$ cat config.mk
export PLATFORM = sky130hd
export DESIGN_NAME = systolic_matmul_engine
export DESIGN_NICKNAME = d
export VERILOG_FILES = /design/src/rtl/systolic_matmul_engine.sv
export SDC_FILE = /design/constraint.sdc
export NUM_CORES = 1
export LEC_CHECK = 0
export CORE_MARGIN = 5
export CORE_UTILIZATION = 45
export CTS_BUF_LIST = sky130_fd_sc_hd__clkbuf_4
export DETAILED_ROUTE_END_ITERATION = 10
export MAX_ROUTING_LAYER = met4
export SLEW_MARGIN = 20
export SYNTH_ARGS = -nofsm -noshare
export SYNTH_HDL_FRONTEND = slang
export SYNTH_SLANG_ARGS = --single-unit
$ cat constraint.sdc
create_clock -name clk_i -period 8.1 [get_ports clk_i]
set_input_delay 2.43 -clock clk_i [delete_from_list [all_inputs] [get_ports clk_i]]
set_output_delay 2.43 -clock clk_i [all_outputs]
set_load 0.02 [all_outputs]
$ cat src/rtl/systolic_matmul_engine.sv
// Output-stationary DIM x DIM systolic array computing M = A*B (+ C).
// Operands arrive one unskewed beat per step; skewing and draining are internal.
module systolic_matmul_engine #(
  parameter int DATA_WIDTH = 8,
  parameter int BUS_WIDTH  = 16,
  parameter int DIM        = 2
) (
  input  logic                          clk_i,
  input  logic                          rst_ni,
  input  logic                          start_i,
  input  logic                          mode_i,
  input  logic [DIM*DIM*BUS_WIDTH-1:0]  c_i,
  input  logic                          in_valid_i,
  output logic                          in_ready_o,
  input  logic [DIM*DATA_WIDTH-1:0]     a_col_i,
  input  logic [DIM*DATA_WIDTH-1:0]     b_row_i,
  output logic                          busy_o,
  output logic                          res_valid_o,
  input  logic                          res_ready_i,
  output logic [DIM*DIM*BUS_WIDTH-1:0]  res_o,
  output logic [DIM*DIM-1:0]            ovf_o,
  output logic [$clog2(3*DIM-1)-1:0]    step_o
);

  localparam int SW = $clog2(3*DIM-1);
  localparam logic [SW-1:0] FEED_LAST = SW'(DIM-1);
  localparam logic [SW-1:0] LAST_STEP = SW'(3*DIM-2);

  typedef enum logic [1:0] {IDLE, FEED, DRAIN, DONE} state_e;

  state_e state_q, state_d;
  logic   step_en, start_acc, done_load;

  logic [SW-1:0]                 step_q;
  logic                          mode_q;
  logic [DIM*DIM*BUS_WIDTH-1:0]  c_q, res_q, res_d;
  logic [DIM*DIM-1:0]            ovf_q, ovf_d, step_ovf;

  logic signed [DATA_WIDTH-1:0] a_src    [DIM];
  logic signed [DATA_WIDTH-1:0] b_src    [DIM];
  logic signed [DATA_WIDTH-1:0] a_skew_q [DIM][DIM];
  logic signed [DATA_WIDTH-1:0] b_skew_q [DIM][DIM];
  logic signed [DATA_WIDTH-1:0] a_pipe_q [DIM][DIM];
  logic signed [DATA_WIDTH-1:0] b_pipe_q [DIM][DIM];
  logic signed [DATA_WIDTH-1:0] a_west   [DIM][DIM];
  logic signed [DATA_WIDTH-1:0] b_north  [DIM][DIM];
  logic signed [BUS_WIDTH-1:0]  acc_q    [DIM][DIM];
  logic signed [BUS_WIDTH-1:0]  acc_nxt  [DIM][DIM];

  always_ff @(posedge clk_i or negedge rst_ni) begin
    // NOTE: sequential state uses non-blocking assignments so every register
    // samples pre-edge values regardless of statement order.
    if (!rst_ni) state_q <= IDLE;
    else         state_q <= state_d;
  end

  always_comb begin
    // NOTE: every output of this block gets a default first, so no path can
    // leave a signal unassigned and infer a latch.
    state_d   = state_q;
    step_en   = 1'b0;
    start_acc = 1'b0;
    done_load = 1'b0;
    unique case (state_q)
      IDLE: begin
        if (start_i) begin
          start_acc = 1'b1;
          state_d   = FEED;
        end
      end
      FEED: begin
        if (in_valid_i) begin
          step_en = 1'b1;
          if (step_q == FEED_LAST) begin
            if (DIM == 1) begin
              state_d   = DONE;
              done_load = 1'b1;
            end else begin
              state_d = DRAIN;
            end
          end
        end
      end
      DRAIN: begin
        // The final drain cycle adds C and captures the result without stepping.
        if (step_q == LAST_STEP) begin
          state_d   = DONE;
          done_load = 1'b1;
        end else begin
          step_en = 1'b1;
        end
      end
      DONE: begin
        if (res_ready_i) state_d = IDLE;
      end
      default: state_d = IDLE;
    endcase
  end

  always_comb begin
    logic signed [2*DATA_WIDTH-1:0] prod;
    logic signed [BUS_WIDTH-1:0]    prod_ext, acc_eff, addend, sum;
    prod     = '0;
    prod_ext = '0;
    acc_eff  = '0;
    addend   = '0;
    sum      = '0;
    res_d    = res_q;
    ovf_d    = ovf_q;
    step_ovf = '0;
    for (int i = 0; i < DIM; i++) begin
      a_src[i] = (state_q == FEED) ? a_col_i[i*DATA_WIDTH +: DATA_WIDTH] : '0;
      b_src[i] = (state_q == FEED) ? b_row_i[i*DATA_WIDTH +: DATA_WIDTH] : '0;
    end
    for (int i = 0; i < DIM; i++) begin
      for (int j = 0; j < DIM; j++) begin
        a_west[i][j] = (j == 0)
          ? ((i == 0) ? a_src[i] : a_skew_q[i][(i == 0) ? 0 : i-1])
          : a_pipe_q[i][(j == 0) ? 0 : j-1];
        b_north[i][j] = (i == 0)
          ? ((j == 0) ? b_src[j] : b_skew_q[j][(j == 0) ? 0 : j-1])
          : b_pipe_q[(i == 0) ? 0 : i-1][j];
        prod     = a_west[i][j] * b_north[i][j];
        prod_ext = BUS_WIDTH'(prod);
        acc_nxt[i][j] = acc_q[i][j] + prod_ext;
        step_ovf[i*DIM+j] = (acc_q[i][j][BUS_WIDTH-1] == prod_ext[BUS_WIDTH-1]) &&
                            (acc_nxt[i][j][BUS_WIDTH-1] != acc_q[i][j][BUS_WIDTH-1]);
        acc_eff = step_en ? acc_nxt[i][j] : acc_q[i][j];
        addend  = mode_q ? c_q[(i*DIM+j)*BUS_WIDTH +: BUS_WIDTH] : '0;
        sum     = acc_eff + addend;
        if (done_load) begin
          res_d[(i*DIM+j)*BUS_WIDTH +: BUS_WIDTH] = sum;
          ovf_d[i*DIM+j] = ovf_q[i*DIM+j] |
                           ((acc_eff[BUS_WIDTH-1] == addend[BUS_WIDTH-1]) &&
                            (sum[BUS_WIDTH-1] != acc_eff[BUS_WIDTH-1]));
        end
      end
    end
    if (step_en) ovf_d = ovf_d | step_ovf;
  end

  always_ff @(posedge clk_i or negedge rst_ni) begin
    if (!rst_ni) begin
      step_q <= '0;
      mode_q <= 1'b0;
      c_q    <= '0;
      res_q  <= '0;
      ovf_q  <= '0;
      // NOTE: the register arrays are reset deliberately; a product abandoned
      // by reset must not leak stale partial sums into the next one.
      for (int i = 0; i < DIM; i++) begin
        for (int j = 0; j < DIM; j++) begin
          a_skew_q[i][j] <= '0;
          b_skew_q[i][j] <= '0;
          a_pipe_q[i][j] <= '0;
          b_pipe_q[i][j] <= '0;
          acc_q[i][j]    <= '0;
        end
      end
    end else if (start_acc) begin
      step_q <= '0;
      mode_q <= mode_i;
      c_q    <= c_i;
      res_q  <= '0;
      ovf_q  <= '0;
      for (int i = 0; i < DIM; i++) begin
        for (int j = 0; j < DIM; j++) begin
          a_skew_q[i][j] <= '0;
          b_skew_q[i][j] <= '0;
          a_pipe_q[i][j] <= '0;
          b_pipe_q[i][j] <= '0;
          acc_q[i][j]    <= '0;
        end
      end
    end else begin
      res_q <= res_d;
      ovf_q <= ovf_d;
      if (step_en) begin
        step_q <= step_q + 1'b1;
        for (int i = 0; i < DIM; i++) begin
          for (int d = 0; d < DIM; d++) begin
            a_skew_q[i][d] <= (d == 0) ? a_src[i] : a_skew_q[i][(d == 0) ? 0 : d-1];
            b_skew_q[i][d] <= (d == 0) ? b_src[i] : b_skew_q[i][(d == 0) ? 0 : d-1];
          end
        end
        for (int i = 0; i < DIM; i++) begin
          for (int j = 0; j < DIM; j++) begin
            a_pipe_q[i][j] <= a_west[i][j];
            b_pipe_q[i][j] <= b_north[i][j];
            acc_q[i][j]    <= acc_nxt[i][j];
          end
        end
      end
    end
  end

  assign in_ready_o  = (state_q == FEED);
  assign busy_o      = (state_q != IDLE);
  assign res_valid_o = (state_q == DONE);
  assign res_o       = res_q;
  assign ovf_o       = ovf_q;
  assign step_o      = step_q;

endmodule
==> results.md, run 1 <==
- Status: finished, final reports clean
- Register area share after synthesis: 24.6%
- Synth warn: 0
- Max-slew violations: 0
- Critical path class: in2reg
- Routed WL: 71600 µm
- Area Overhead vs Synth: 17.8%
- Crit path required time: 8.72 ns
- Post-synth net total: 3520
- Main combinational cell family by area after synthesis: adder cells
- Slew headroom: 30.4%
- Worst-margin pin slew: 1.04 ns
- CP max stage delay: 0.58 ns
- Largest net degree at the start of global routing: 136
- Period minus WS final: 7.85 ns
- WL per Instance: 17.7 µm
- GRT Overall Usage: 24.2%
- Initial DRC Count: 1278
- XOR/XNOR share of the synthesized area: 5.17%
- Detail Route Antenna Nets: 0
- Mapped Cells: 2945
- Final setup vio count: 0
- Hold-fix buffers, CTS: 0
- Top cell by count, worst path: fa_1
- Total CTS buffers: 78
- Clock Sinks: 250
- Synthesized flop and latch total: 250
- PnR worst setup slack: 0.245 ns
- Residual DRC: 0
- Bufs on Longest Clock Path: 3
- Pwr/cell area: 296 nW/µm²
- Mux contribution to synthesized area: 0.526%
- LEAKAGE: 15.2 nW
- First-pass GRT wire length: 116000 µm
- Crit. End Element: flop
- Compound-cell area share of the yosys netlist: 12.4%
- Via count: 21000
- # H-tree levels: 3
- Setup crit start kind: primary input
- Routability cong.: 0.876
- Fmax: 127 MHz
- Count of input and output buffers: 175
- Crit path DAT: 8.47 ns
- I/O Pins: 176
- Synth cell types: 63
- Crit path max-delay family: adder cells
- Worst-path clk slew: 0.07 ns
- Worst-skew pair later-pin latency: 0.80 ns
- Most common cell after layout, fill and taps aside: nand2_1
- Mapped Area: 25400 µm²
- Synth Area in Adders: 30.0%
- Via density: 5.20
- Die Y: 248 µm
- Synthesized area per cell: 8.63 µm²
- Initial Util: 45.3%
- Commonest non-fill, non-tap cells in the layout: 474 x nand2_1, 359 x inv_1, 249 x dfrtp_1
- Fin. Hold Viols: 0
- Crit-path max FO: 5
- Final period utilization: 97.0%
- EDFF count, synth: 0
- Share of cells above drive strength 1: 9.62%
- Ys async rst share: 100%
- Worst Hold Class: reg2reg
- CP bufs+invs: 7
- Die area: 61400 µm²
- Drt first pass iters: 6
- Vias in the first global route: 21800
- GR Overflow Total: 0
- Root Driver: clkbuf_4
- Slowest-stage cell, CP: fa_1
- Max-cap violations: 0
- # nets final: 3794
- Setup WS pre-CTS: -1.17 ns
- Core region area: 56200 µm²
- Max VDD drop: 0.206 mV
- CTS tree: done
- Initial antenna violation count: 5
- Die width: 248 µm
- Dpl hpwl: 54300 µm
- Final Util: 53.3%
- Main synth FF type: dfrtp_1
- Final Skew: 0.0626 ns
- Simple-Gate Fraction of Synth Area: 20.5%
- Site Rows: 87
[sequential cells by signal, summed over array words and instances (netlist names)]
name	cells
a_skew_q	16
b_north	16
b_skew_q	8
step_o	3
ovf_o	4
c_q	64
mode_q	1
res_o	64
state_q	2
acc_q	64
a_pipe_q	8
[metrics by stage]
stage                     instances  hold WS [ns]  TNS [ns]  area, µm²  power (mW)
final                          4036         0.469         0      29900        8.85
after global routing           4036         0.480   -0.0183      29900        9.67
after CTS                      4027         0.469         0      29700        8.78
after detailed placement       3888         0.455     -7.30      28700        7.36
after global placement         3888         0.452     -6.60      28700        7.29
after floorplan                2945         0.438    -0.119      25500        5.55
[cells by family (layout without fill, tap and decap cells)]
group / after synthesis / after routing
AO/OA/AOI/OAI: 513 / 513
other: 0 / 5
XOR/XNOR: 150 / 150
AND/OR/NAND/NOR: 1084 / 1084
flip-flops: 250 / 250
adder cells (fa/ha/maj): 473 / 473
buffers and inverters: 462 / 792
multiplexers: 13 / 13
[power by group]
part | internal (mW) | switching [mW]
combinational | 2.37 | 3.17
clock | 0.596 | 0.631
sequential | 1.62 | 0.470
[timing repair]
action                                  4_1_cts  5_1_grt
buffers inserted                              4        3
endpoints found under the setup margin        3        7
gates cloned                                  0        0
gates resized for setup                      24       58
pin swaps                                    15       43
[layer usage]
metal  routed length, µm  vias to the layer above  global-route usage [%]
met5                   0                        -                       -
met4                1250                        0                    6.10
met3                4320                       74                    5.26
met2               30800                      521                    35.0
met1               35200                    10200                    34.9
li1                    -                    10200                       -
[path summary, 6_finish.rpt]
check	start	to	slack (ns)	cells past startpoint
setup / recovery	a_col_i[3]	ovf_o[0]	0.25	29
hold / removal	c_q[25]	c_q[25]	0.47	2
setup reg to reg	b_north[2]	res_o[63]	0.65	28
hold reg to reg	c_q[25]	c_q[25]	0.47	2
max in group asynchronous	rst_ni	a_pipe_q[13]	5.23	2
min in group asynchronous	rst_ni	res_o[7]	1.58	1
[cell usage after synthesis (all sizes together), types with 55 or more instances]
cell type  count  area share [%]
nand2        477             7.1
inv          366             5.4
dfrtp        250              25
ha           245              12
and2         232             5.7
fa           228              18
a21oi        191             3.8
o21ai        127             2.5
nor2         122             1.8
xnor2        109             3.8
clkbuf        92             1.4
and3          61             1.5
nand3         55             1.1
[cell type report]
type,count,area (µm²)
sequential,250,6260
timing repair buffer,290,2700
inverter,366,1370
clock buffer,103,773
tap,756,946
antenna,5,12.5
clock inverter,33,146
multi-input combinational,2233,17700
fill,5374,26200
[tightest hold or removal path, stage by stage (launching register included)]
cell     delay [ns]
dfrtp_1        0.33
nand2_1        0.05
nand2_1        0.06
(Power assumes the default switching activity.)
==> inputs of run 2 (changes only) <==
Settings changed: CORE_MARGIN 5 to unset, SLEW_MARGIN 20 to 5.
==> results.md, run 2 (synthesis gave the netlist of run 1 again) <==
- Placed Cells: 3880
- Largest net degree at the start of global routing: 136
- Worst-skew pair later-pin latency: 0.79 ns
- Tot Pwr: 8.89 mW
- WL per Instance: 17.7 µm
- Setup WS pre-CTS: -1.23 ns
- Crit path required time: 8.74 ns
- Routed WL: 71200 µm
- # H-tree levels: 3
- Number of cells on the critical path: 31
- Crit-path max FO: 3
- Core region area: 55400 µm²
- Final Skew: 0.0626 ns
- GR Overflow Total: 0
- Top cell by count, worst path: fa_1
- Die area: 57500 µm²
- Drt first pass iters: 5
- Fillcell total: 5180
- Pwr/cell area: 297 nW/µm²
- Via density: 5.25
- Initial antenna violation count: 2
- I/O Pins: 176
- CP bufs+invs: 6
- Setup crit start kind: primary input
- First-pass GRT wire length: 116000 µm
- Status: finished, final reports clean
- Residual DRC: 0
- Vias in the first global route: 21800
- Initial DRC Count: 1159
- Period minus WS final: 7.91 ns
- Crit path DAT: 8.55 ns
- Slew headroom: 20.5%
- Max VDD drop: 0.210 mV
- Count of input and output buffers: 175
- Worst R2R Path Depth: 32
- Final setup vio count: 0
- Worst-path clk slew: 0.07 ns
- GRT Overall Usage: 26.4%
- Final period utilization: 97.7%
- LEAKAGE: 15.1 nW
- Hold Path Stages: 2
- CTS tree: done
- Hold Slack: 0.467 ns
- Detail Route Antenna Nets: 0
- Reg2reg setup slack: 0.73 ns
- Crit path max-delay family: adder cells
- Dpl hpwl: 53300 µm
- Share of cells above drive strength 1: 10.3%
- RSZ-0062 raised after global routing: yes
- Reg2Reg Capture Point: res_o[15]
- Routability cong.: 0.903
- Slowest-stage cell, CP: fa_1
- Max-slew violations: 0
- FF-to-FF Start: state_q[1]
- Bufs on Longest Clock Path: 3
- Max-cap violations: 0
- Die Y: 240 µm
- Most common cell after layout, fill and taps aside: nand2_1
- Critical path class: in2reg
- Worst Hold Class: reg2reg
- Hold Path End: c_q[26]
- Area Overhead vs Synth: 17.9%
- Via count: 21100
- Final cell count without fillers: 4028
- Commonest non-fill, non-tap cells in the layout: 472 x nand2_1, 363 x inv_1, 249 x dfrtp_1
- Clock Sinks: 250
- Site Rows: 86
- Fmax: 126 MHz
- Root Driver: clkbuf_4
- Die width: 240 µm
- Hold-fix buffers, CTS: 0
- CP max stage delay: 0.60 ns
- # nets final: 3797
- Fin. Hold Viols: 0
- Hold Crit Start: c_q[26]
- PnR worst setup slack: 0.186 ns
- Total CTS buffers: 76
- Worst-margin pin slew: 1.19 ns
- Initial Util: 45.9%
- Crit. End Element: flop
- Final Util: 54.1%
## run 2: changes by cell type in the layout (fill, tap and decap cells not counted), moves of 4 or more
cell / delta
clkinv_1: -8
clkbuf_2: +5
clkbuf_4: +4
buf_4: +8
ha_1: -5
inv_1: +4
dlymetal6s2s_1: -9
ha_4: +4
## run 2: through the flow
stage | cell area, µm² | setup TNS, ns
final | 30000 | 0
after detailed placement | 28700 | -7.37
after global routing | 30000 | -0.144
after CTS | 29800 | 0
after global placement | 28700 | -6.67
after floorplan | 25500 | -0.119
## run 2: worst register-to-register path: cells and delay by family, from the launching register on
family                   cells  cell delay [ns]
adder cells (fa/ha/maj)      8             3.66
XOR/XNOR                     1             0.17
AND/OR/NAND/NOR              5             0.82
AO/OA/AOI/OAI               12             1.66
flip-flops                   1             0.41
buffers and inverters        6             0.56
## run 2: layout make-up
| class | instances | area, µm² | share of cell area (%) |
|---|---|---|---|
| well taps | 748 | 936 | 3.12 |
| inverters | 366 | 1370 | 4.58 |
| repair buffers | 295 | 2680 | 8.94 |
| diodes | 3 | 7.51 | 0.0250 |
| clock inverters | 26 | 113 | 0.376 |
| multi-input cells | 2233 | 17800 | 59.4 |
| clock buffers | 107 | 803 | 2.68 |
| flip-flops and latches | 250 | 6260 | 20.9 |
## run 2: timing repair
item                                    CTS  global route
resized for setup                        38            59
setup buffers                             6             6
pin swaps                                31            49
endpoints found under the setup margin    7             7
## run 2: how the worst max path moves through the flow
stage / start / end / slack [ns]
2_1_floorplan: b_row_i[7] / res_o[15] / -0.12
3_3_place_gp: b_row_i[0] / res_o[15] / -1.05
3_5_place_dp: b_row_i[0] / res_o[15] / -1.23
4_1_cts: b_row_i[3] / res_o[15] / 0.006
5_1_grt: b_row_i[7] / res_o[15] / -0.1
6_report: b_row_i[7] / res_o[15] / 0.19
## run 2: power breakdown
group	internal (mW)	switching, mW	leakage [nW]
sequential	1.62	0.469	3.36
clock	0.612	0.624	0.563
combinational	2.39	3.18	11.2
total	4.62	4.27	15.1
## run 2: routing by layer
metal  global-route usage, %  vias to the layer above  wire length, µm
met5                       -                        -                0
met4                    6.47                        0             1220
met3                    4.79                      100             4030
met2                    39.9                      503            31900
met1                    36.4                    10300            34000
li1                        -                    10200                -
==> RTL change 1, RTL diff (config.mk and constraints of run 2) <==
The 4 states of `state_e` get a one-hot encoding in 4 bits.
--- a/src/rtl/systolic_matmul_engine.sv
+++ b/src/rtl/systolic_matmul_engine.sv
@@ -27,5 +27,5 @@
   localparam logic [SW-1:0] LAST_STEP = SW'(3*DIM-2);
 
-  typedef enum logic [1:0] {IDLE, FEED, DRAIN, DONE} state_e;
+  typedef enum logic [3:0] {IDLE = 4'b0001, FEED = 4'b0010, DRAIN = 4'b0100, DONE = 4'b1000} state_e;
 
   state_e state_q, state_d;
Formal check against the unedited RTL: no difference found for any inputs over 4 cycles, from zero or initial values and one cycle with rst_ni low; so few cycles prove little.
==> RTL change 1 against run 2 <==
Final area shrank 1.6%; first-iteration DRC count fell by 6.4%; register-to-register slack improved by 0.06 ns; sequential cell count up 2; synthesized area down 1.2%; total power fell by 5.4%; wire length down 4.4%; worst setup slack improved by 0.080 ns.
==> RTL change 1: results (changes against run 2) <==
[run_status]
status=finished, final reports clean  ; unchanged

[synthesis]
synth.area.top_cells=dfrtp_1, fa_1, ha_1  ; unchanged
postSynthAreaPerCell_um2=8.76  ; was 8.63 µm²
yosysUniqueCellTypes=73  ; was 63
synth_nets=3437  ; was 3520
yosysSeqAreaShare_pct=25.1  ; was 24.6%
synthTopCellsByCount=nand2_1, inv_1, dfrtp_1, ha_1, fa_1  ; was nand2_1, inv_1, dfrtp_1, ha_1, and2_1

[global_routing]
use_met2_pct=37.4  ; was 39.9%
use_met1_pct=35.4  ; was 36.4%
grt_util_all_layers_pct=25.5  ; was 26.4%
antenna_found_initial=4  ; was 2
grt_first_pass_wirelength_um=112000  ; was 116000 µm
grt_max_degree=128  ; was 136
gr-usage-met3_pct=5.75  ; was 4.79%

[placed_design]
port_buffers=175  ; unchanged
globalplace.congestion=0.914  ; was 0.903
dpl.cell_count=3803  ; was 3880
place_worst_setup_slack_ns=-0.894  ; was -1.23 ns
dpl_cell_area_um2=28400  ; was 28700 µm²
dp_hpwl_um=51800  ; was 53300 µm

[power]
vdd_drop_max_v=0.000177  ; was 0.000210 V
clk-power_mw=1.29  ; was 1.24 mW
leakagePower_nw=15.0  ; was 15.1 nW
p_total_mw=8.41  ; was 8.89 mW
pwr-share-seq_pct=25.2  ; was 23.5%

[critical_path]
r2r_start=b_north[18]$_DFFE_PN0P_  ; was state_q[1]$_DFFE_PN0P_
crit_path_start=a_col_i[0]  ; was b_row_i[7]
endpoint=ovf_o[0]$_DFF_PN0_  ; was res_o[15]$_DFFE_PN0P_
critPathMaxFanout=5  ; was 3
timing.rr.end=res_o[31]$_DFFE_PN0P_  ; was res_o[15]$_DFFE_PN0P_
worst-r2r-setup-slack_ns=0.79  ; was 0.73 ns
max_stage_delay_ns=0.57  ; was 0.60 ns
cp.arrival_ns=8.59  ; was 8.55 ns
r2r_cells=28  ; was 32

[sta]
skew_ns=0.0844  ; was 0.0626 ns
fin_crit_sh_pct=96.7  ; was 97.7%
hold-worst-slack_ns=0.465  ; was 0.467 ns
worst_pin_slew_ns=0.986  ; was 1.19 ns

[min_path]
hold_start=c_q[37]$_DFFE_PN0P_  ; was c_q[26]$_DFFE_PN0P_
worstHoldEndpoint=c_q[37]$_DFFE_PN0P_  ; was c_q[26]$_DFFE_PN0P_

[routing]
wl_um=68000  ; was 71200 µm
drt_iter0_markers=1085  ; was 1159
met1_length_um=32100  ; was 34000 µm
met3_wirelength_um=4550  ; was 4030 µm
highest_layer=met4  ; unchanged
vias=20600  ; was 21100
wl_per_cell_um=17.3  ; was 17.7 µm
route.met2.wl_um=30100  ; was 31900 µm

[clock_network]
post_cts_resized=2  ; was 38
cts_setup_buffers=0  ; was 6
clk_latency_ns=0.83  ; was 0.79 ns
cts_made_buffers=77  ; was 76

[layout]
finalNetCount=3706  ; was 3797
drive_gt1_share_pct=9.53  ; was 10.3%
num-fill-cells=5202  ; was 5180

[RTL change 1: cells by family after synthesis]
group,Yosys count,synth area share (%)
AND/OR/NAND/NOR,1031,19.6
AO/OA/AOI/OAI,486,12.4
XOR/XNOR,147,5.24
adder cells (fa/ha/maj),468,30.1
buffers and inverters,474,7.14
flip-flops,252,25.1
multiplexers,9,0.379
[RTL change 1: area by class of cell]
cell class / instances / area, µm² / area share (%)
multi-input combinational: 2141 / 17200 / 58.2
sequential: 252 / 6310 / 21.4
timing repair buffer: 298 / 2720 / 9.23
inverter: 366 / 1370 / 4.66
tap: 748 / 936 / 3.17
clock buffer: 106 / 796 / 2.70
clock inverter: 27 / 183 / 0.619
antenna: 3 / 7.51 / 0.0255
[RTL change 1: worst register-to-register path, delay by kind of cell, from the launching register on]
kind	cells	cell delay, ns
adder cells (fa/ha/maj)	7	2.94
AO/OA/AOI/OAI	11	2.18
AND/OR/NAND/NOR	6	1.03
flip-flops	1	0.63
XOR/XNOR	3	0.44
buffers and inverters	1	0.05
==> RTL change 2, RTL diff (flow settings as in run 2) <==
Made on the original files. The parameter `DATA_WIDTH` goes from 8 to 6.
--- a/src/rtl/systolic_matmul_engine.sv
+++ b/src/rtl/systolic_matmul_engine.sv
@@ -2,5 +2,5 @@
 // Operands arrive one unskewed beat per step; skewing and draining are internal.
 module systolic_matmul_engine #(
-  parameter int DATA_WIDTH = 8,
+  parameter int DATA_WIDTH = 6,
   parameter int BUS_WIDTH  = 16,
   parameter int DIM        = 2
Ports: changed (resized a_col_i and b_row_i); port bits go from 176 to 168. The function was not compared with the original's and may differ.
==> RTL change 2 against run 2 <==
Clock skew is 0.0080 ns lower; synthesized area is 18% lower; worst setup slack worse by 0.092 ns; global-route usage is 0.75 points lower; wire length is 20% lower; sequential share of layout area is 3.1 points higher; sequential power is 11% lower; combinational power is 19% lower; sequential cell count is 12 lower; synthesized cell count is 16% lower; final area is 17% lower; total power is 15% lower; critical path depth stayed put; critical path type unchanged; largest power group unchanged.
==> RTL change 2: results (changes against run 2) <==
[run_status]
status=finished, final reports clean  ; unchanged

[synthesis]
ys.flop_type=dfrtp_1  ; unchanged
synthMuxAreaShare_pct=0.459  ; was 0.526%
synth.area.top_cells=dfrtp_1, ha_1, fa_1  ; was dfrtp_1, fa_1, ha_1
netlist_instances=2464  ; was 2945
yosysSeqAreaShare_pct=28.7  ; was 24.6%
yosysUniqueCellTypes=70  ; was 63
synthTopCellsByCount=nand2_1, dfrtp_1, ha_1, a21oi_1, inv_1  ; was nand2_1, inv_1, dfrtp_1, ha_1, and2_1
synth_adder_area_share_pct=23.7  ; was 30.0%
synth_xor_area_share_pct=4.73  ; was 5.17%
synth_compound_area_share_pct=14.3  ; was 12.4%
synth_nets=2884  ; was 3520

[sta]
skew_ns=0.0546  ; was 0.0626 ns
worst_pin_slew_ns=0.937  ; was 1.19 ns

[critical_path]
cp.arrival_ns=8.72  ; was 8.55 ns
critPathMaxFanout=4  ; was 3
max_stage_delay_ns=0.55  ; was 0.60 ns
r2r_cells=24  ; was 32
critical-path-slowest-cell=fa_1  ; unchanged

[layout]
regArea_um2=5960  ; was 6260 µm²
finalNetCount=3137  ; was 3797
num-fill-cells=4331  ; was 5180
finalNonFillerCells=3379  ; was 4028
drive_gt1_share_pct=10.6  ; was 10.3%

[routing]
drt_pass1_iterations=7  ; was 5
vias_per_cell=5.37  ; was 5.25
drt_iter0_markers=1020  ; was 1159
wl_per_cell_um=16.9  ; was 17.7 µm

[power]
vdd_drop_max_v=0.000228  ; was 0.000210 V
leakagePower_nw=12.3  ; was 15.1 nW

[global_routing]
grt_first_pass_wirelength_um=93800  ; was 116000 µm
grt_pass1_vias=18300  ; was 21800
gr-usage-met3_pct=3.73  ; was 4.79%
use_met1_pct=37.0  ; was 36.4%
antenna_found_initial=3  ; was 2
grt_max_degree=113  ; was 136
use_met2_pct=37.5  ; was 39.9%
grt_util_all_layers_pct=25.6  ; was 26.4%

[placed_design]
dpl_cell_area_um2=23600  ; was 28700 µm²
place_worst_setup_slack_ns=-1.13  ; was -1.23 ns
globalplace.congestion=0.852  ; was 0.903
port_buffers=167  ; was 175
dp_hpwl_um=42000  ; was 53300 µm
dpl.cell_count=3232  ; was 3880

[clock_network]
clockBufferDepth=3  ; unchanged
cts_made_buffers=72  ; was 76

[RTL change 2: what timing repair did]
action	4_1_cts	5_1_grt
buffers inserted	5	6
setup endpoints to repair	5	10
gates resized for setup	8	42
pin swaps	14	26
hold buffers	0	0
[RTL change 2: worst register-to-register path, delay by kind of cell (launching register included)]
family          cells  cell delay, ns
fa+ha+maj           7            2.97
buf+inv             1            0.06
compound gates     11            2.68
xor+xnor            1            0.17
simple gates        4            1.11
flops               1            0.55
[RTL change 2: per-layer routing]
metal / share of wire (%) / wire [µm]
met1: 50 / 28400
met2: 44 / 24900
met3: 5.1 / 2920
met4: 1.5 / 828
met5: 0 / 0
[RTL change 2: final timing paths]
path	start	slack, ns	end
min	c_q[34]$_DFFE_PN0P_	0.47	c_q[34]$_DFFE_PN0P_
max	b_row_i[5]	0.09	res_o[15]$_DFFE_PN0P_
max reg2reg	a_skew_q[11]$_DFFE_PN0P_	0.47	ovf_o[2]$_DFF_PN0_
min in group asynchronous	rst_ni	1.75	a_skew_q[18]$_DFFE_PN0P_
min reg2reg	c_q[34]$_DFFE_PN0P_	0.47	c_q[34]$_DFFE_PN0P_
max in group asynchronous	rst_ni	4.80	ovf_o[1]$_DFF_PN0_
[RTL change 2: area by class of cell]
type                            count  share of cell area (%)
Clock buffer                      101                    3.05
Timing Repair Buffer              267                    9.89
Multi-Input combinational cell   1957                    56.6
Clock inverter                     32                   0.695
Sequential cell                   238                    24.0
Tap cell                          600                    3.02
Inverter                          181                    2.74
Antenna cell                        3                  0.0302
[RTL change 2: power breakdown]
| part | internal, mW | leakage (nW) | switching [mW] |
|---|---|---|---|
| clock network | 0.617 | 0.549 | 0.590 |
| registers | 1.54 | 3.20 | 0.314 |
| logic | 1.89 | 8.60 | 2.64 |
